--- config.mk ---
export PLATFORM = sky130hd
export DESIGN_NAME = debounce_botones
export DESIGN_NICKNAME = d
export VERILOG_FILES = /design/src/rtl/debounce_botones_pkg.sv /design/src/rtl/debounce_boton.sv /design/src/rtl/debounce_botones.sv
export SDC_FILE = /design/constraint.sdc
export NUM_CORES = 1
export LEC_CHECK = 0
export CAP_MARGIN = 10
export CORE_MARGIN = 1
export CORE_UTILIZATION = 34
export CTS_CLUSTER_SIZE = 25
export DETAILED_ROUTE_END_ITERATION = 16
export HOLD_SLACK_MARGIN = 0.02
export PLACE_DENSITY = 0.5
export SYNTH_ARGS = -nofsm -noshare
export SYNTH_HDL_FRONTEND = slang
export SYNTH_SLANG_ARGS = --single-unit
--- constraint.sdc ---
create_clock -name i_clock -period 2.6 [get_ports i_clock]
set_input_delay 0.52 -clock i_clock [delete_from_list [all_inputs] [get_ports i_clock]]
set_output_delay 0.52 -clock i_clock [all_outputs]
set_load 0.005 [all_outputs]
--- src/rtl/debounce_botones_pkg.sv ---
// Shared definitions for the button debouncer: default bus width, default
// stability / auto-repeat periods and the per-button FSM state encoding.
package debounce_botones_pkg;

    // Default width of the button bus (matches the ALU top).
    localparam int CANT_BOTONES_DEF      = 4;
    // 1 ms of stable level at 100 MHz.
    localparam int CICLOS_ESTABLE_DEF    = 100000;
    // 250 ms auto-repeat period at 100 MHz (only with DEBOUNCE_AUTOREPEAT_EN).
    localparam int CICLOS_REPETICION_DEF = 25000000;

    // Per-button debounce FSM states.
    typedef enum logic [1:0] {
        SOLTADO           = 2'd0,
        VALIDANDO_PRESION = 2'd1,
        PRESIONADO        = 2'd2,
        VALIDANDO_SUELTA  = 2'd3
    } estado_boton_t;

endpackage

--- src/rtl/debounce_boton.sv ---
// Single-button conditioner: 2-FF synchroniser, debounce FSM with stability
// counter, registered debounced level and a one-cycle press request.
// Optional auto-repeat while held: define DEBOUNCE_AUTOREPEAT_EN.
module debounce_boton
    import debounce_botones_pkg::*;
#(
    parameter int CICLOS_ESTABLE    = CICLOS_ESTABLE_DEF,
    parameter int CICLOS_REPETICION = CICLOS_REPETICION_DEF
) (
    input  logic i_clock,
    input  logic i_reset,
    input  logic i_boton,
    output logic o_nivel,
    output logic o_pedido
);

    localparam int ANCHO_CNT = $clog2(CICLOS_ESTABLE);
    localparam logic [ANCHO_CNT-1:0] CNT_FIN = ANCHO_CNT'(CICLOS_ESTABLE - 1);

    // Both periods must allow at least one counting step.
    if (CICLOS_ESTABLE < 2 || CICLOS_REPETICION < 2) begin : g_rango_invalido
        $error("debounce_boton: CICLOS_ESTABLE and CICLOS_REPETICION must be >= 2");
    end

    logic [1:0]           sync_q;
    logic                 s;
    estado_boton_t        estado_q;
    logic [ANCHO_CNT-1:0] cnt_q;
    logic                 nivel_q;
    logic                 pedido_presion;
    logic                 pedido_rep;

    // Two-flop synchroniser for the asynchronous raw button.
    // NOTE: state flops use <= so every register samples pre-edge values; with = the second flop would copy the first in the same edge and the synchroniser would collapse to one stage.
    always_ff @(posedge i_clock) begin
        if (i_reset) begin
            sync_q <= 2'b00;
        end else begin
            sync_q <= {sync_q[0], i_boton};
        end
    end

    assign s = sync_q[1];

    // Debounce FSM: a level is accepted after CICLOS_ESTABLE consecutive samples.
    always_ff @(posedge i_clock) begin
        if (i_reset) begin
            estado_q <= SOLTADO;
            cnt_q    <= '0;
            nivel_q  <= 1'b0;
        end else begin
            case (estado_q)
                SOLTADO: begin
                    if (s) begin
                        estado_q <= VALIDANDO_PRESION;
                        cnt_q    <= ANCHO_CNT'(1);
                    end
                end
                VALIDANDO_PRESION: begin
                    if (!s) begin
                        estado_q <= SOLTADO;
                        cnt_q    <= '0;
                    end else if (cnt_q == CNT_FIN) begin
                        estado_q <= PRESIONADO;
                        cnt_q    <= '0;
                        nivel_q  <= 1'b1;
                    end else begin
                        cnt_q <= cnt_q + ANCHO_CNT'(1);
                    end
                end
                PRESIONADO: begin
                    if (!s) begin
                        estado_q <= VALIDANDO_SUELTA;
                        cnt_q    <= ANCHO_CNT'(1);
                    end
                end
                VALIDANDO_SUELTA: begin
                    if (s) begin
                        estado_q <= PRESIONADO;
                        cnt_q    <= '0;
                    end else if (cnt_q == CNT_FIN) begin
                        estado_q <= SOLTADO;
                        cnt_q    <= '0;
                        nivel_q  <= 1'b0;
                    end else begin
                        cnt_q <= cnt_q + ANCHO_CNT'(1);
                    end
                end
                default: begin
                    estado_q <= SOLTADO;
                    cnt_q    <= '0;
                    nivel_q  <= 1'b0;
                end
            endcase
        end
    end

    // The request is decoded from registered state and the synchronised bit
    // so the top's pulse register fires on the same edge the press is
    // accepted; it never sees the raw input combinationally.
    assign pedido_presion = (estado_q == VALIDANDO_PRESION) && s && (cnt_q == CNT_FIN);

`ifdef DEBOUNCE_AUTOREPEAT_EN
    localparam int ANCHO_REP = $clog2(CICLOS_REPETICION);
    localparam logic [ANCHO_REP-1:0] REP_FIN = ANCHO_REP'(CICLOS_REPETICION - 1);

    logic [ANCHO_REP-1:0] rep_q;
    logic                 entra_pres;

    assign entra_pres = s && (((estado_q == VALIDANDO_PRESION) && (cnt_q == CNT_FIN)) ||
                              (estado_q == VALIDANDO_SUELTA));

    // Repeat timer: restarts on every entry to PRESIONADO, runs while held.
    always_ff @(posedge i_clock) begin
        if (i_reset) begin
            rep_q <= '0;
        end else if (entra_pres) begin
            rep_q <= '0;
        end else if (nivel_q) begin
            rep_q <= (rep_q == REP_FIN) ? '0 : rep_q + ANCHO_REP'(1);
        end else begin
            rep_q <= '0;
        end
    end

    assign pedido_rep = (estado_q == PRESIONADO) && (rep_q == REP_FIN);
`else
    assign pedido_rep = 1'b0;
`endif

    assign o_nivel  = nivel_q;
    assign o_pedido = pedido_presion | pedido_rep;

endmodule

--- src/rtl/debounce_botones.sv ---
// Button-bus conditioner for the ALU top: one debouncer per button, a
// lowest-index priority arbiter and a registered one-hot press pulse.
// Optional auto-repeat while held: define DEBOUNCE_AUTOREPEAT_EN.
module debounce_botones
    import debounce_botones_pkg::*;
#(
    parameter int CANT_BOTONES      = CANT_BOTONES_DEF,
    parameter int CICLOS_ESTABLE    = CICLOS_ESTABLE_DEF,
    parameter int CICLOS_REPETICION = CICLOS_REPETICION_DEF
) (
    input  logic                    i_clock,
    input  logic                    i_reset,
    input  logic [CANT_BOTONES-1:0] i_botones,
    output logic [CANT_BOTONES-1:0] o_pulsos,
    output logic [CANT_BOTONES-1:0] o_estado
);

    logic [CANT_BOTONES-1:0] pedidos;
    logic [CANT_BOTONES-1:0] niveles;
    logic [CANT_BOTONES-1:0] pulso_sig;
    logic [CANT_BOTONES-1:0] pulsos_q;

    for (genvar i = 0; i < CANT_BOTONES; i++) begin : g_boton
        debounce_boton #(
            .CICLOS_ESTABLE    (CICLOS_ESTABLE),
            .CICLOS_REPETICION (CICLOS_REPETICION)
        ) u_boton (
            .i_clock  (i_clock),
            .i_reset  (i_reset),
            .i_boton  (i_botones[i]),
            .o_nivel  (niveles[i]),
            .o_pedido (pedidos[i])
        );
    end

    // Keep only the lowest-index request; the rest are dropped, not queued.
    assign pulso_sig = pedidos & (~pedidos + CANT_BOTONES'(1));

    // Registered pulse output, cleared by reset.
    always_ff @(posedge i_clock) begin
        if (i_reset) begin
            pulsos_q <= '0;
        end else begin
            pulsos_q <= pulso_sig;
        end
    end

    assign o_pulsos = pulsos_q;
    assign o_estado = niveles;

endmodule
# Yosys cells after proc, flatten, opt, wreduce, memory -nomap -nowiden
# Cells that the tools add are included.
# word_totals
ff_bits,92
inputBits,6
output_inout_bits,8
wordCells,172
# classes
addsub,5
n_eq_ne,48
mux,72
n_bitwise,2
n_reduce_logical,28
# op_table
cell,count
$mux W17,20
$pmux W17 S4,4
$add A17 B1 Y17 const B,4
$eq A17 B17 Y1 const B,4
$mux W2,24
$ne A2 B1 Y1 const B,16
$pmux W2 S4,4
$reduce_and A5 Y1,4
$eq A2 B2 Y1 const B,8
$mux W1,16
$ne A2 B2 Y1 const B,8
$reduce_and A4 Y1,4
$ne A3 B1 Y1 const B,4
$ne A3 B3 Y1 const B,4
$eq A2 B1 Y1 const B,4
$logic_and A1 B1 Y1,8
$logic_not A2 Y1,4
$pmux W1 S2,4
$reduce_and A2 Y1,4
$reduce_bool A2 Y1,4
$add A4 B1 Y4 const B,1
$and A4 B4 Y4,1
$not A4 Y4,1

# Logic depth before layout (Yosys ltp)
# depth
ltp_word,6
mapped_depth,9
mapped_depth_nobuf,6

# Cells and area by module
# From an unflattened synthesis, not the netlist that was laid out.
# unflattened
cells_unflattened,552
area_unflattened_um2,4669.5
# modules_own_cells
module,instances,cells_each,area_per_inst_um2
debounce_boton (g_boton[0].u_boton ...),3,138,1136.1
debounce_boton (g_boton[3].u_boton),1,129,1133.6
debounce_botones,1,9,127.6

# Worst setup path after synthesis
# Ideal clock, no wire load.
# synth_path
kind,reg2reg
startpoint,register g_boton[3].u_boton.cnt_q[8]
endpoint,register g_boton[3].u_boton.cnt_q[12]
arrival_ns,1.777
required_time_ns,2.471
slack_ns,0.694
path_stages_with_launch,8
path_buffers,2
synth_period_minus_slack_ns,1.906
cell_sequence,dfxtp_1 > clkbuf_1 > or4_4 > nor4_4 > nor2_2 > buf_6 > a41oi_1 > a31oi_1
# synth_between
elab_chain_cells,4
# synth_lines
element,line,rtl
start: declaration,debounce_boton.sv:28,logic [ANCHO_CNT-1:0] cnt_q;
start signal: assignment,debounce_boton.sv:68,cnt_q <= cnt_q + ANCHO_CNT'(1);
start signal: assignment,debounce_boton.sv:86,cnt_q <= cnt_q + ANCHO_CNT'(1);
$add A17 B1 Y17 / $eq A17 B17 Y1 (equally long branches),n/a,
$mux W17 *,"debounce_boton.sv:63, debounce_boton.sv:81",
"$mux W17, on equally long branches","debounce_boton.sv:78, debounce_boton.sv:60",
$pmux W17 S4 *,debounce_boton.sv:52,case (estado_q)
# Every way passes the cells marked *; elsewhere a longest branch is shown, timed or not.
# A chain may end at the register's enable or synchronous reset.

# Worst setup path in the final report
# layout_path
startpoint,register g_boton[0].u_boton.cnt_q[0]
endpoint,register g_boton[0].u_boton.cnt_q[11]
# layout_between
elab_chain_cells,4
# layout_lines
element,line
start: declaration,debounce_boton.sv:28
start signal: assignment,debounce_boton.sv:68
start signal: assignment,debounce_boton.sv:86
$add A17 B1 Y17 / $eq A17 B17 Y1 (equally long branches),n/a
$mux W17 *,"debounce_boton.sv:63, debounce_boton.sv:81"
"$mux W17, on equally long branches","debounce_boton.sv:78, debounce_boton.sv:60"
$pmux W17 S4 *,debounce_boton.sv:52
# Marks and branches as above.

==> results.md <==
Power and ir drop:
- The analysis attributes to net switching a power of 0.620 mW.
- Power comes to 2.89 mW.
- The clock power share is 0.463.
- The combinational fraction of design power is 0.038.
- The switching share of power is 0.215.
- The internal portion of the total power is 2.27 mW.
- For this design the ratio of total power to cell area is 566 mW/mm2.
- IR analysis of the VDD net gives a maximum drop of 291 uV.
- The relative contribution of sequential cells to total power is 0.499.
- For this design the static power due to leakage is 1.72 nW.

Layout:
- In the final layout, the multi-input gates occupy 0.00244 mm2.
- The count of nets after finishing is 560.
- The number of non-filler instances in the completed layout is 727.
- For this run, the share of the core covered by cells in the final layout is 0.402.
- The share of post-route cells with drive strength above 1 is 0.0883.
- The sequential cells in the finished layout cover a total of 0.00184 mm2.
- Compared with the post-synthesis result, the final layout area differs by 13.9%.
- The layout filler cell count is 1354.
- 0 antenna diodes ended up in the layout.

GRT:
- In the global route stage, overall resource usage came out at 0.155.
- The sum of overflow across all layers after global routing is 0.
- The maximum number of pins on one net before global-route repair is 23.
- The first global-routing pass estimated 16.6 mm of wire.
- The initial antenna violation count was 0.
- The number of global-route vias before repair is 3491.

Timing:
- Setup repair after global routing left no endpoint under its margin.
- Setup violations remaining at the end of the flow were counted as 0.
- The worst path in the final design needs a cycle of 2.20 ns, including I/O delays and setup.
- In the final timing run, aggregate negative setup slack is 0 ns.
- Of the available clock period, the critical path in the final layout requires 0.847.
- Headroom to the max-slew limit came out at 0.590.
- Across the routed clock network, the largest skew measured is 0.00409 ns.
- Static timing analysis puts the maximum clock frequency at 0.454 GHz.
- The transition time at the pin with the least slew margin is 0.612 ns.
- The number of hold-slack violations in the final timing report is 0.
- The count of final max-slew check failures is 0.

Critical path:
- The endpoint kind of the worst setup timing path is a flop.
- The cell type of the slowest stage on the worst timing path is sky130_fd_sc_hd__nor4_4.
- The beginning of the critical path is g_boton[0].u_boton.cnt_q[0]$_SDFFE_PP0P_.
- The worst setup path is launched from a flop.
- The type of the worst setup path is reg -> reg.
- The worst flop-to-flop path startpoint is g_boton[0].u_boton.cnt_q[0]$_SDFFE_PP0P_.
- The signal on the critical path passes through ha_1 > nand4_1 > nor4_4 > or3_1 > o211ai_1 > nor2b_1.
- For the worst setup path, the data arrival time is 2.44 ns.
- The largest single stage delay on the critical path is 0.52 ns.
- The worst-path maximum fanout is 9.
- The data required time of the critical path is 2.83 ns.

Logic synthesis:
- The xor and xnor fraction of the mapped netlist area is 0.0349.
- The share of synthesized area occupied by flip-flops and latches is 0.411.
- The number of flops mapped to enable cells by yosys is 0.
- The complex-gate fraction of the synthesized area came to 0.181.
- The synthesized netlist occupies a cell area of 0.00448 mm2.
- Sorting the synthesized cells by area gives the leading types as sky130_fd_sc_hd__dfxtp_1 (41%), sky130_fd_sc_hd__nand3_1 (5.2%), sky130_fd_sc_hd__a21oi_1 (4.5%).
- In the synthesized netlist, the number of instances is 539.
- Of the post-synthesis cell area, the dominant cell type holds 0.411.
- The mean instance size in the synthesized netlist is 8.32 um2.
- Among all flip-flop cells after synthesis, the most frequent one is sky130_fd_sc_hd__dfxtp_1.
- In the synthesized netlist, the cells that appear most often are sky130_fd_sc_hd__dfxtp_1 (92), sky130_fd_sc_hd__nand2_1 (47), sky130_fd_sc_hd__nand3_1 (47).
- The synthesized netlist net count is 549.
- The multiplexer share of the synthesized area is 0.0156.
- The cell type contributing the most total cell area after synthesis is sky130_fd_sc_hd__dfxtp_1.
- After synthesis, the largest family of logic cells by area is simple AND/OR/NAND/NOR gates.
- Of all flip-flops after synthesis, the portion carrying an async set or reset was 0.
- The most numerous cell in the Yosys netlist is sky130_fd_sc_hd__dfxtp_1.
- The area share of and/or/nand/nor cells after synthesis is 0.302.
- Of the total synthesized cell area, the portion taken by full adders, half adders and majority gates is 0.0112.
- The post-synthesis register bit count is 92.
- Yosys printed 0 warnings.
- Yosys mapped the design onto 56 distinct sky130hd cell types.

Clock tree:
- The TritonCTS clock tree is built.
- Clock tree synthesis inserted a total of 9 buffers.
- At the later pin of the worst-skew pair, clock insertion delay measures 0.34 ns.
- The buffer type at the clock tree root is sky130_fd_sc_hd__clkbuf_16.
- Once the clock tree was built, the setup fixing pass inserted 0 buffers.
- Buffers inserted to repair hold after CTS numbered 0.
- Once the clock tree was built, the resizer swapped 0 gates to a different size.
- The deepest clock path buffer count is 2.
- The clock net in this run drives a total of 92 sinks.
- The H-tree generated during clock tree synthesis spans 3 levels.
- Clock-pin slew was measured on the worst setup and hold paths at 0.06 ns.

Drt:
- The detailed router's first-iteration violation count is 145.
- The routed design has 9.64 mm of wire.
- The average wire length per cell after detail routing is 13.3 um.
- Dividing the detail-routed via count by the number of cells gives 5.38.
- After detailed routing, the number of remaining DRC violations is 0.
- The detail route stage leaves a number of antenna-violating nets equal to 0.
- For this run, the detailed router's first-pass iteration total came to 4.
- The total number of vias is 3909.

Placed design:
- The number of I/O port buffers is 13.
- The count of placed standard cells including taps is 711.
- At the end of routability-driven placement, the weighted congestion stood at 0.832.
- The half-perimeter wire length of the detailed placement result is 6.64 mm.

Floorplanning:
- The die covers 0.0137 mm2.
- The initial standard-cell utilization of the core is 0.352.
- The number of rows in the core area is 41.
- The top-level port count is 14.
- After floorplanning, the core was sized to cover 0.0127 mm2.
- From bottom edge to top edge, the die measures 117 um.
- The die extent in x is 117 um.

Flow run:
- The count of maximum capacitance violations is 0.

Worst hold path:
- In this run the most critical hold path is launched from g_boton[3].u_boton.sync_q[0]$_SDFF_PP0_.
- The worst min-delay path category is reg -> reg.

Outcome:
- The run finished with clean final reports.
## state kept, by name, indices dropped and copies added (netlist names), named ones only
| name | cells |
|---|---|
| g_boton.u_boton.estado_q | 4 |
| g_boton.u_boton.cnt_q | 68 |
| o_pulsos | 4 |
| g_boton.u_boton.o_nivel | 4 |
| g_boton.u_boton.sync_q | 8 |
## kinds of logic (layout without fill, tap and decap cells)
logic type,count (synthesis),count (layout)
AO/OA/AOI/OAI,131,131
XOR/XNOR,17,17
adder cells (fa/ha/maj),4,4
buffers and inverters,43,59
flip-flops,92,92
multiplexers,7,7
AND/OR/NAND/NOR,245,245
## worst max-delay path: cells and delay by family (launching register included)
kind            cells  cell delay (ns)
compound gates      1             0.13
fa+ha+maj           1             0.22
flops               1             0.39
simple gates        4             1.34
## power groups by stage
stage	Clock [mW]	Sequential [mW]	Combinational (mW)
floorplan	0	1.47	0.0772
global placement	0	1.47	0.109
detailed placement	0	1.47	0.111
CTS	1.38	1.44	0.111
global route	1.44	1.44	0.123
finish	1.34	1.44	0.110
## per-stage QoR
| step | hold WS (ns) | instance area [um2] | worst slack [ns] |
|---|---|---|---|
| 2_1_floorplan | 0.414 | 4480 | 0.694 |
| 3_3_place_gp | 0.419 | 4800 | 0.464 |
| 3_5_place_dp | 0.423 | 4800 | 0.409 |
| 4_1_cts | 0.438 | 5110 | 0.384 |
| 5_1_grt | 0.466 | 5110 | 0.214 |
| 6_report | 0.435 | 5110 | 0.397 |
## layer usage
metal	up-vias	track usage	routed length [um]
li1	2008	-	-
met1	1826	0.206	4840
met2	60	0.240	4260
met3	15	0.0299	305
met4	0	0.0768	233
met5	-	0	0
## worst paths after layout
path | endpoint | slack [ns] | depth (start not counted)
max | g_boton[0].u_boton.cnt_q[11]$_SDFFE_PP0P_ | 0.40 | 6
min | g_boton[3].u_boton.sync_q[1]$_SDFF_PP0_ | 0.44 | 1
max reg2reg | g_boton[0].u_boton.cnt_q[11]$_SDFFE_PP0P_ | 0.40 | 6
min reg2reg | g_boton[3].u_boton.sync_q[1]$_SDFF_PP0_ | 0.44 | 1
## area by class of cell
class                           instances  share of cell area
Clock inverter                          4             0.00931
Sequential cell                        92               0.361
Clock buffer                           12              0.0502
Inverter                               12             0.00882
Tap cell                              172              0.0421
Multi-Input combinational cell        404               0.478
Timing Repair Buffer                   31              0.0509
## placed cells by master (no fill, tap or decap), types with 13 or more instances in the layout
| cell type | Yosys | final |
|---|---|---|
| sky130_fd_sc_hd__a31oi_1 | 31 | 31 |
| sky130_fd_sc_hd__a21oi_1 | 40 | 40 |
| sky130_fd_sc_hd__o21ai_0 | 22 | 22 |
| sky130_fd_sc_hd__nand3_1 | 47 | 47 |
| sky130_fd_sc_hd__nor2_1 | 37 | 37 |
| sky130_fd_sc_hd__nor3_1 | 22 | 22 |
| sky130_fd_sc_hd__nand4_1 | 16 | 16 |
| sky130_fd_sc_hd__dfxtp_1 | 92 | 92 |
| sky130_fd_sc_hd__nand2_1 | 47 | 47 |
| sky130_fd_sc_hd__or3_1 | 13 | 13 |
| sky130_fd_sc_hd__buf_4 | 7 | 18 |
(Power assumes the default switching activity.)
